### config.mk
export PLATFORM = sky130hd
export DESIGN_NAME = xeng_acc_sched_flat
export DESIGN_NICKNAME = d
export VERILOG_FILES = /design/src/rtl/xeng_pkg.sv /design/src/rtl/xeng_acc_sched_if.sv /design/src/rtl/xeng_wrap_cnt.sv /design/src/rtl/xeng_acc_sched.sv /design/src/flat_wrapper.sv
export SDC_FILE = /design/constraint.sdc
export NUM_CORES = 1
export LEC_CHECK = 0
export BUFFER_PORTS_ARGS = -buffer_cell sky130_fd_sc_hd__buf_2
export CAP_MARGIN = 10
export CELL_PAD_IN_SITES_DETAIL_PLACEMENT = 1
export CELL_PAD_IN_SITES_GLOBAL_PLACEMENT = 2
export CORE_MARGIN = 2
export CORE_UTILIZATION = 40
export CTS_BUF_LIST = sky130_fd_sc_hd__clkbuf_2 sky130_fd_sc_hd__clkbuf_4 sky130_fd_sc_hd__clkbuf_8
export CTS_CLUSTER_SIZE = 25
export DETAILED_ROUTE_END_ITERATION = 10
export PLACE_DENSITY_LB_ADDON = 0.15
export SLEW_MARGIN = 20
export SYNTH_ARGS = -nofsm -noshare
export SYNTH_HDL_FRONTEND = slang
export SYNTH_SLANG_ARGS = --single-unit
### constraint.sdc
create_clock -name clk -period 7.2 [get_ports clk]
set_input_delay 0.36 -clock clk [delete_from_list [all_inputs] [get_ports clk]]
set_output_delay 0.36 -clock clk [all_outputs]
set_load 0.05 [all_outputs]
### src/rtl/xeng_pkg.sv
// Shared definitions for the X-engine integration scheduler: FSM encoding,
// baseline-slot count and counter-width helper.
package xeng_pkg;

    typedef enum logic {
        ST_IDLE = 1'b0,
        ST_RUN  = 1'b1
    } state_t;

    // Baseline-order slots per channel, including autocorrelations.
    function automatic int n_bls(input int n_ants);
        return n_ants * (n_ants / 2 + 1);
    endfunction

    // Counter width for a modulo-range_n counter; never narrower than 1 bit.
    function automatic int log2w(input int range_n);
        return (range_n <= 2) ? 1 : $clog2(range_n);
    endfunction

endpackage

### src/rtl/xeng_acc_sched_if.sv
// Scheduler-side bundle: input beats/control, accumulator flags and the
// readout req/done handshake.
interface xeng_acc_sched_if #(
    parameter int ACC_LEN_W = 16
);
    logic                 sync_in;
    logic                 din_vld;
    logic [ACC_LEN_W-1:0] acc_len;
    logic                 rd_done;
    logic                 ovf_clr;
    logic                 bl_sync;
    logic                 bl_en;
    logic                 acc_first;
    logic                 acc_last;
    logic                 acc_bank;
    logic                 rd_req;
    logic                 rd_bank;
    logic [ACC_LEN_W-1:0] int_cnt;
    logic                 ovf;

    modport master (
        input  sync_in, din_vld, acc_len, rd_done, ovf_clr,
        output bl_sync, bl_en, acc_first, acc_last, acc_bank,
               rd_req, rd_bank, int_cnt, ovf
    );

    modport slave (
        output sync_in, din_vld, acc_len, rd_done, ovf_clr,
        input  bl_sync, bl_en, acc_first, acc_last, acc_bank,
               rd_req, rd_bank, int_cnt, ovf
    );
endinterface

### src/rtl/xeng_wrap_cnt.sv
// Modulo counter 0..max_val with synchronous clear; wrap flags the enabled
// step that returns it to zero, so counters cascade by chaining wrap into en.
module xeng_wrap_cnt #(
    parameter int W = 4
) (
    input  logic         clk,
    input  logic         rst,
    input  logic         en,
    input  logic         clr,
    input  logic [W-1:0] max_val,
    output logic [W-1:0] cnt,
    output logic         wrap
);
    assign wrap = en && (cnt == max_val);

    always_ff @(posedge clk) begin
        if (rst || clr) begin
            cnt <= '0;
        end else if (en) begin
            cnt <= wrap ? '0 : cnt + W'(1);
        end
    end
endmodule

### src/rtl/xeng_acc_sched.sv
// X-engine integration scheduler: beat counting, accumulator first/last flags,
// bank double-buffering and readout handoff with overrun detection.
module xeng_acc_sched
    import xeng_pkg::*;
#(
    parameter int N_ANTS    = 16,
    parameter int N_CHANS   = 128,
    parameter int ACC_LEN_W = 16
) (
    input logic               clk,
    input logic               rst,
    xeng_acc_sched_if.master  bus
);
    localparam int N_BLS = n_bls(N_ANTS);
    localparam int BL_W  = log2w(N_BLS);
    localparam int CH_W  = log2w(N_CHANS);
    localparam logic [BL_W-1:0] BL_MAX = BL_W'(N_BLS - 1);
    localparam logic [CH_W-1:0] CH_MAX = CH_W'(N_CHANS - 1);

    state_t               state;
    logic [ACC_LEN_W-1:0] acc_len_q;
    logic [ACC_LEN_W-1:0] acc_len_new;
    logic [ACC_LEN_W-1:0] acc_max;
    logic [ACC_LEN_W-1:0] acc_cnt;
    logic [BL_W-1:0]      bl_cnt;
    logic [CH_W-1:0]      chan_cnt;
    logic                 step;
    logic                 bl_wrap;
    logic                 chan_wrap;
    logic                 acc_wrap;
    logic                 bnd_p0;
    logic                 rd_busy;
    logic                 unused_cnt;

    // A beat coinciding with sync_in belongs to the discarded partial integration.
    assign step        = (state == ST_RUN) && bus.din_vld && !bus.sync_in;
    assign acc_len_new = (bus.acc_len == '0) ? ACC_LEN_W'(1) : bus.acc_len;
    assign acc_max     = acc_len_q - ACC_LEN_W'(1);
    assign rd_busy     = bus.rd_req && !bus.rd_done;
    assign unused_cnt  = ^{bl_cnt, chan_cnt};

    xeng_wrap_cnt #(.W(BL_W)) u_bl_cnt (
        .clk(clk), .rst(rst), .en(step), .clr(bus.sync_in),
        .max_val(BL_MAX), .cnt(bl_cnt), .wrap(bl_wrap)
    );

    xeng_wrap_cnt #(.W(CH_W)) u_chan_cnt (
        .clk(clk), .rst(rst), .en(bl_wrap), .clr(bus.sync_in),
        .max_val(CH_MAX), .cnt(chan_cnt), .wrap(chan_wrap)
    );

    xeng_wrap_cnt #(.W(ACC_LEN_W)) u_acc_cnt (
        .clk(clk), .rst(rst), .en(chan_wrap), .clr(bus.sync_in),
        .max_val(acc_max), .cnt(acc_cnt), .wrap(acc_wrap)
    );

    always_ff @(posedge clk) begin
        if (rst) begin
            state         <= ST_IDLE;
            acc_len_q     <= ACC_LEN_W'(1);
            bnd_p0        <= 1'b0;
            bus.bl_sync   <= 1'b0;
            bus.bl_en     <= 1'b0;
            bus.acc_first <= 1'b0;
            bus.acc_last  <= 1'b0;
            bus.acc_bank  <= 1'b0;
            bus.rd_req    <= 1'b0;
            bus.rd_bank   <= 1'b0;
            bus.int_cnt   <= '0;
            bus.ovf       <= 1'b0;
        end else begin
            if (bus.sync_in) begin
                state <= ST_RUN;
            end
            // Latch on the boundary beat itself so the very next beat already
            // sees the new integration length.
            if (bus.sync_in || acc_wrap) begin
                acc_len_q <= acc_len_new;
            end

            // p0: beat flags; the bank/handoff update follows one cycle later
            bnd_p0        <= acc_wrap;
            bus.bl_sync   <= bus.sync_in;
            bus.bl_en     <= step;
            bus.acc_first <= step && (acc_cnt == '0);
            bus.acc_last  <= step && (acc_cnt == acc_max);

            // A same-cycle rd_done frees the slot before the boundary is judged.
            if (bnd_p0 && !rd_busy) begin
                bus.rd_req   <= 1'b1;
                bus.rd_bank  <= bus.acc_bank;
                bus.acc_bank <= ~bus.acc_bank;
                bus.int_cnt  <= bus.int_cnt + ACC_LEN_W'(1);
            end else if (bus.rd_done) begin
                bus.rd_req <= 1'b0;
            end

            if (bnd_p0 && rd_busy) begin
                bus.ovf <= 1'b1;
            end else if (bus.ovf_clr) begin
                bus.ovf <= 1'b0;
            end
        end
    end
endmodule

### src/flat_wrapper.sv
// flat-port wrapper written by rule: the top's interface ports become plain ports
module xeng_acc_sched_flat import xeng_pkg::*;
#(
    parameter int N_ANTS    = 16,
    parameter int N_CHANS   = 128,
    parameter int ACC_LEN_W = 16
)
  (clk, rst, bus_sync_in, bus_din_vld, bus_acc_len, bus_rd_done, bus_ovf_clr, bus_bl_sync, bus_bl_en, bus_acc_first, bus_acc_last, bus_acc_bank, bus_rd_req, bus_rd_bank, bus_int_cnt, bus_ovf);
  xeng_acc_sched_if #(.ACC_LEN_W(ACC_LEN_W)) bus_i ();
  input logic clk;
  input logic rst;
  input wire logic [$bits(bus_i.sync_in)-1:0] bus_sync_in;
  input wire logic [$bits(bus_i.din_vld)-1:0] bus_din_vld;
  input wire logic [$bits(bus_i.acc_len)-1:0] bus_acc_len;
  input wire logic [$bits(bus_i.rd_done)-1:0] bus_rd_done;
  input wire logic [$bits(bus_i.ovf_clr)-1:0] bus_ovf_clr;
  output wire logic [$bits(bus_i.bl_sync)-1:0] bus_bl_sync;
  output wire logic [$bits(bus_i.bl_en)-1:0] bus_bl_en;
  output wire logic [$bits(bus_i.acc_first)-1:0] bus_acc_first;
  output wire logic [$bits(bus_i.acc_last)-1:0] bus_acc_last;
  output wire logic [$bits(bus_i.acc_bank)-1:0] bus_acc_bank;
  output wire logic [$bits(bus_i.rd_req)-1:0] bus_rd_req;
  output wire logic [$bits(bus_i.rd_bank)-1:0] bus_rd_bank;
  output wire logic [$bits(bus_i.int_cnt)-1:0] bus_int_cnt;
  output wire logic [$bits(bus_i.ovf)-1:0] bus_ovf;
  assign bus_i.sync_in = bus_sync_in;
  assign bus_i.din_vld = bus_din_vld;
  assign bus_i.acc_len = bus_acc_len;
  assign bus_i.rd_done = bus_rd_done;
  assign bus_i.ovf_clr = bus_ovf_clr;
  assign bus_bl_sync = bus_i.bl_sync;
  assign bus_bl_en = bus_i.bl_en;
  assign bus_acc_first = bus_i.acc_first;
  assign bus_acc_last = bus_i.acc_last;
  assign bus_acc_bank = bus_i.acc_bank;
  assign bus_rd_req = bus_i.rd_req;
  assign bus_rd_bank = bus_i.rd_bank;
  assign bus_int_cnt = bus_i.int_cnt;
  assign bus_ovf = bus_i.ovf;
  xeng_acc_sched #(.N_ANTS(N_ANTS), .N_CHANS(N_CHANS), .ACC_LEN_W(ACC_LEN_W)) u_core (.clk(clk), .rst(rst), .bus(bus_i));
endmodule
# Word-level counts from Yosys, hierarchy flattened
# Index checks and enable logic that the tools add are counted.
# word_totals
in_bits	22
word_cells	51
reg_bits	73
out_inout_bits	24
# op_classes
n_eq_ne	3
bitwise_logic	1
add_sub_neg	5
muxes	8
n_reduce_logical	19
# ops
op	count
adder 16 x 1 -> 16 bit (second input constant)	2
zero test 16 bit	2
2-to-1 mux 16 bit	2
== test 16 bit	1
subtractor 16 x 1 -> 16 bit (second input constant)	1
logical AND 1 bit	10
adder 8 x 1 -> 8 bit (second input constant)	1
== test 8 bit (second input constant)	1
2-to-1 mux 8 bit	1
adder 7 x 1 -> 7 bit (second input constant)	1
== test 7 bit (second input constant)	1
2-to-1 mux 7 bit	1
2-to-1 mux 1 bit	4
nonzero test 2 bit	2
zero test 1 bit	3
logical OR 1 bit	2
NOT 1 bit	1

# Logic depth before layout (Yosys ltp)
# logic_depth
ltp_word	6
ltp_mapped	11
depth_no_buf	9

# By module
# A second synthesis with hierarchy kept.
# unflattened
hier_cells	496
hier_area_um2	4249.1
# modules_own_cells
mod	area_per_inst_um2	n_inst	cells_per_inst	seq_area_each_um2
xeng_acc_sched	2356.0	1	286	840.8
xeng_wrap_cnt (u_core.u_acc_cnt)	1028.5	1	113	320.3
xeng_wrap_cnt (u_core.u_bl_cnt)	460.4	1	51	160.2
xeng_wrap_cnt (u_core.u_chan_cnt)	404.1	1	46	140.1

# Least setup slack after synthesis
# No wires, ideal clock.
# synth_timing
path_kind	reg-to-reg
startpoint	reg u_core.acc_len_q[0]
endpoint	reg u_core.u_acc_cnt.cnt[15]
path_buffers	2
synth_period_minus_slack_ns	2.544
arrival_time_ns	2.411
path_stages_with_launch	12
t_required_ns	7.067
setup_slack_ns	4.656
setup_ns	0.133
cell_sequence	dfxtp_1 buf_2 inv_1 ha_1 nor4b_4 nand2_1 xnor2_1 o21a_1 or3_4 nor4_4 buf_4 nor3_1
# synth_between
elab_chain_len	4
# synth_lines
item	line_no	text
start: declaration	xeng_acc_sched.sv:21	logic [ACC_LEN_W-1:0] acc_len_q;
start signal: assignment	xeng_acc_sched.sv:78	acc_len_q <= acc_len_new;
subtractor 16 x 1 -> 16 bit	xeng_acc_sched.sv:38	assign acc_max = acc_len_q - ACC_LEN_W'(1);
== test 16 bit	xeng_wrap_cnt.sv:14	assign wrap = en && (cnt == max_val);
logical AND 1 bit	xeng_wrap_cnt.sv:14	
2-to-1 mux 16 bit	xeng_wrap_cnt.sv:20	cnt <= wrap ? '0 : cnt + W'(1);
end signal: assignment	xeng_wrap_cnt.sv:20	
end: declaration	xeng_wrap_cnt.sv:11	output logic [W-1:0] cnt,
# No other way between the ends.
# A chain may end at the register's enable or synchronous reset.

# Final worst setup path
# layout_timing
startpoint	reg u_core.acc_len_q[0]
endpoint	reg u_core.bnd_p0
# layout_between
elab_chain_len	3
# layout_lines
item	line_no	text
subtractor 16 x 1 -> 16 bit	xeng_acc_sched.sv:38	
== test 16 bit	xeng_wrap_cnt.sv:14	
logical AND 1 bit	xeng_wrap_cnt.sv:14	
end signal: assignment	xeng_acc_sched.sv:82	bnd_p0 <= acc_wrap;
end: declaration	xeng_acc_sched.sv:31	logic bnd_p0;
# No other way between the ends.

==> results.md <==
- The run finished with clean final reports.
- Global routing finished with a remaining overflow of 0.
- The post-route cell area is about 4300 µm².
- The share of post-route cells with drive strength above 1 is 0.177.
- After clock tree synthesis, the clock-pin slew on the worst setup and hold paths is ~0.080 ns.
- The area enclosed by the die boundary is ~11000 µm².
- The final count of pins violating max slew is 0.
- At the worst endpoint, the required time is approximately 7.5 ns.
- Pin placement for this block handled 46 I/O pins.
- The effective utilization at floorplan is 0.417.
- In the routed layout, each cell is associated on average with a via count of just over 5.
- The global routing usage summed across all routing layers is 0.181.
- The sum of negative setup slack is 0 ns.
- The number of antenna diodes in the final layout is 0.
- The count of buffers added on input and output ports is 45.
- For this run, the number of Yosys warnings is 0.
- The number of antenna violations at the first check in global routing is 0.
- The count of mapped cells out of synthesis is ~440.
- The via count of the first global-routing pass is about 3000.
- The wire length per cell is approximately 15 µm.
- In the final design database the tool counted around 500 nets.
- The type of the tightest min-delay check is in -> reg.
- The H-tree depth is 3.
- The TritonCTS clock tree is yes.
- The number of DRC markers in iteration 0 is 104.
- The number of synthesized register bits is between 70 and 80.
- The initialized floorplan defines 35 standard-cell rows.
- In this run the post-CTS setup repair buffer count came out at 0.
- The completed layout was analyzed and its total power is slightly above 800 µW.
- The mean instance size in the synthesized netlist is 8.88 µm².
- The number of nets still failing antenna checks after routing is 0.
- The total length of routed wires is slightly below 9000 µm.
- The number of clock sinks seen by CTS is 73.
- Among all flip-flop cells after synthesis, the most frequent one is sky130_fd_sc_hd__dfxtp_1.
- VDD sags by at most roughly 0.000090 V.
- The worst path needs approximately 2.9 ns of the cycle, external delays included.
- For the final database, setup skew stands at 0.0166 ns.
- The total vias in the final route is 3107.
- The detailed-placement wirelength estimate is approximately 6700 µm.
- The library cell used most frequently in the layout, excluding fill and tap cells, is sky130_fd_sc_hd__dfxtp_1.
- The number of design rule violations left after detail routing is 0.
- The count of flip-flops with a built-in enable after synthesis is 0.
- The worst relative slew slack is 0.437.
- The maximum net fanout on the critical path is 14.
- The max-cap violation count is 0.
- The depth of the worst register-to-register path is 9.
- The terminus of the critical flop-to-flop path is u_core.bnd_p0.
- The root buffer cell chosen for the clock tree is sky130_fd_sc_hd__clkbuf_8.
- The highest attainable clock frequency is around 340 MHz.
- Counting flops with an async set or reset pin after synthesis yields a share of 0.
- By startpoint and endpoint, the worst setup path is classified as reg -> reg.
- The core footprint is approximately 9300 µm².
- The first detailed-routing pass ran for 4 iterations.
- Dividing total power by cell area gives a power density of between 150 and 200 nW/µm².
- The final hold slack is between 0.2 and 0.3 ns.
- In the finished design, the share of the clock period the worst path needs comes to 0.409.
- The clock buffer count from CTS is 9.
- Clock latency on the worst-skew pair, taken at its later pin, is between 0.3 and 0.4 ns.
- The largest net degree at the start of global routing is 57.
- The number of hold violations in the final report came to 0.
- The sink of the worst hold path is u_core.acc_len_q[3].
- The net count after synthesis is between 400 and 500.
- The startpoint identified for the worst hold timing path is bus_acc_len[3].
- The share of synthesized area occupied by flip-flops and latches is 0.376.
- The worst setup path is captured at a flip-flop.
- The placed instances occupy a cell area of approximately 4100 µm².
- The deepest clock path buffer count is 2.
- The number of library cell types mapped by synthesis is between 50 and 60.
- The static leakage power is roughly 0.0016 µW.
- The synthesis-to-finish area growth is 11.7%.
- The beginning of the worst register-to-register path is u_core.acc_len_q[0].
- The number of setup violations in the final report is 0.
- The total instance count after detailed placement is ~600.
- The library cells used most frequently in the layout, excluding fill and tap cells, are sky130_fd_sc_hd__dfxtp_1 (73), sky130_fd_sc_hd__nor2_1 (45), sky130_fd_sc_hd__buf_2 (45).
- The number of cells upsized or downsized after cts is 0.
- The mapped netlist covers between 3000 and 4000 µm².
- At the end of routability-driven placement, the weighted congestion stood at roughly 0.75.
- The final cell count without fillers is roughly 600.
- Setup slack on the worst reg-to-reg path comes out at ~4.3 ns.
- STA puts the critical path data arrival time at around 3.2 ns.
- The element type at the critical path start is a flip-flop.
- The horizontal die dimension is about 100 µm.
- After clock tree synthesis, the flow added hold-fix buffers numbering 0.
- At the pin with the least slew margin, the transition time is between 0.8 and 0.9 ns.
- The die height is roughly 100 µm.
- Setup repair after global routing left no endpoint under its margin.
- The cell depth of the worst hold path is 3.
- The first global-routing pass estimated around 15000 µm of wire.
==> cell families after synthesis <==
family,Yosys count,synth area share
muxes,20,0.0515
adders and majority gates,6,0.0193
DFF,73,0.376
xor gates and xnor gates,56,0.126
AOI/OAI and AO/OA,36,0.0608
buffers and inverters,32,0.0409
and+or+nand+nor,215,0.326
==> flip-flops by register name (all words and copies together) (netlist names) <==
signal	cells
u_core.acc_len_q	16
u_core.bnd_p0	1
u_core.bus.acc_bank	1
u_core.bus.acc_first	1
u_core.bus.acc_last	1
u_core.bus.bl_en	1
u_core.bus.bl_sync	1
u_core.bus.int_cnt	16
u_core.bus.ovf	1
u_core.bus.rd_bank	1
u_core.bus.rd_req	1
u_core.state	1
u_core.u_acc_cnt.cnt	16
u_core.u_bl_cnt.cnt	8
u_core.u_chan_cnt.cnt	7
==> synthesized netlist by cell type, types with 2 or more instances <==
| master | count | area, µm² |
|---|---|---|
| sky130_fd_sc_hd__nor3_1 | 24 | 120 |
| sky130_fd_sc_hd__mux2i_1 | 20 | 200 |
| sky130_fd_sc_hd__or3_1 | 5 | 31.3 |
| sky130_fd_sc_hd__a21oi_1 | 14 | 70.1 |
| sky130_fd_sc_hd__nor4_1 | 10 | 62.6 |
| sky130_fd_sc_hd__dfxtp_1 | 73 | 1460 |
| sky130_fd_sc_hd__o21ai_0 | 6 | 30.0 |
| sky130_fd_sc_hd__buf_6 | 4 | 45.0 |
| sky130_fd_sc_hd__and3_1 | 7 | 43.8 |
| sky130_fd_sc_hd__o311ai_0 | 2 | 17.5 |
| sky130_fd_sc_hd__nor2b_1 | 7 | 43.8 |
| sky130_fd_sc_hd__a31oi_1 | 3 | 18.8 |
| sky130_fd_sc_hd__nand4_1 | 10 | 62.6 |
| sky130_fd_sc_hd__nand4b_1 | 3 | 26.3 |
| sky130_fd_sc_hd__or2_2 | 3 | 18.8 |
| sky130_fd_sc_hd__buf_2 | 4 | 20.0 |
| sky130_fd_sc_hd__nand4_2 | 2 | 25.0 |
| sky130_fd_sc_hd__clkbuf_1 | 14 | 52.6 |
| sky130_fd_sc_hd__xnor2_1 | 28 | 245 |
| sky130_fd_sc_hd__nor4_4 | 2 | 42.5 |
| sky130_fd_sc_hd__nor4b_4 | 3 | 71.3 |
| sky130_fd_sc_hd__and3_2 | 4 | 30.0 |
| sky130_fd_sc_hd__ha_1 | 6 | 75.1 |
| sky130_fd_sc_hd__nand3_1 | 15 | 75.1 |
| sky130_fd_sc_hd__nor2_1 | 45 | 169 |
| sky130_fd_sc_hd__nand2_1 | 29 | 109 |
| sky130_fd_sc_hd__xor2_1 | 28 | 245 |
| sky130_fd_sc_hd__nor3_2 | 4 | 40.0 |
| sky130_fd_sc_hd__nand2b_1 | 32 | 200 |
| sky130_fd_sc_hd__inv_1 | 8 | 30.0 |
==> layer usage <==
| layer | track usage | share of wire | up-vias |
|---|---|---|---|
| li1 | - | - | 1574 |
| met1 | 0.242 | 0.50 | 1480 |
| met2 | 0.301 | 0.46 | 42 |
| met3 | 0.0278 | 0.027 | 11 |
| met4 | 0.0585 | 0.012 | 0 |
| met5 | 0 | 0 | - |
==> final cells by class <==
| cell class | instances | area (µm²) |
|---|---|---|
| inverters | 8 | 30.0 |
| fillers | 1138 | 4980 |
| clock buffers | 10 | 131 |
| well taps | 129 | 161 |
| repair buffers | 45 | 225 |
| flip-flops and latches | 73 | 1460 |
| multi-input cells | 333 | 2270 |
| clock inverters | 6 | 67.6 |
==> stage by stage <==
step	setup WS [ns]	util
after detailed placement	4.25	0.445
after floorplan	4.66	-
after CTS	4.24	0.466
after global routing	3.96	0.466
final	4.26	0.466
after global placement	4.34	0.445
==> worst max-delay path by stage <==
stage | start | endpoint | slack, ns | cells after the start
2_1_floorplan | u_core.acc_len_q[0] | u_core.u_acc_cnt.cnt[15] | 4.66 | 11
3_3_place_gp | u_core.acc_len_q[0] | u_core.bnd_p0 | 4.34 | 9
3_5_place_dp | u_core.acc_len_q[0] | u_core.bnd_p0 | 4.25 | 9
4_1_cts | u_core.acc_len_q[0] | u_core.bnd_p0 | 4.24 | 9
5_1_grt | u_core.acc_len_q[0] | u_core.u_acc_cnt.cnt[4] | 3.96 | 9
6_report | u_core.acc_len_q[0] | u_core.bnd_p0 | 4.26 | 9
==> report_power, final <==
| group | internal, µW | total, µW | switching [µW] | leakage (µW) |
|---|---|---|---|---|
| logic | 32.6 | 73.3 | 40.7 | 0.000946 |
| clock network | 165 | 329 | 163 | 0.0000963 |
| registers | 410 | 421 | 10.8 | 0.000592 |
==> critical path, stage by stage (launching register included) <==
cell and delay [ns]:
sky130_fd_sc_hd__dfxtp_1 0.38, sky130_fd_sc_hd__inv_1 0.08, sky130_fd_sc_hd__ha_1 0.28, sky130_fd_sc_hd__nor4b_4 0.35, sky130_fd_sc_hd__nand2_1 0.11, sky130_fd_sc_hd__xnor2_1 0.13
sky130_fd_sc_hd__o21a_1 0.19, sky130_fd_sc_hd__or3_4 0.41, sky130_fd_sc_hd__nor4_4 0.72, sky130_fd_sc_hd__nor2b_1 0.20
Power figures use the tool's default switching activity.
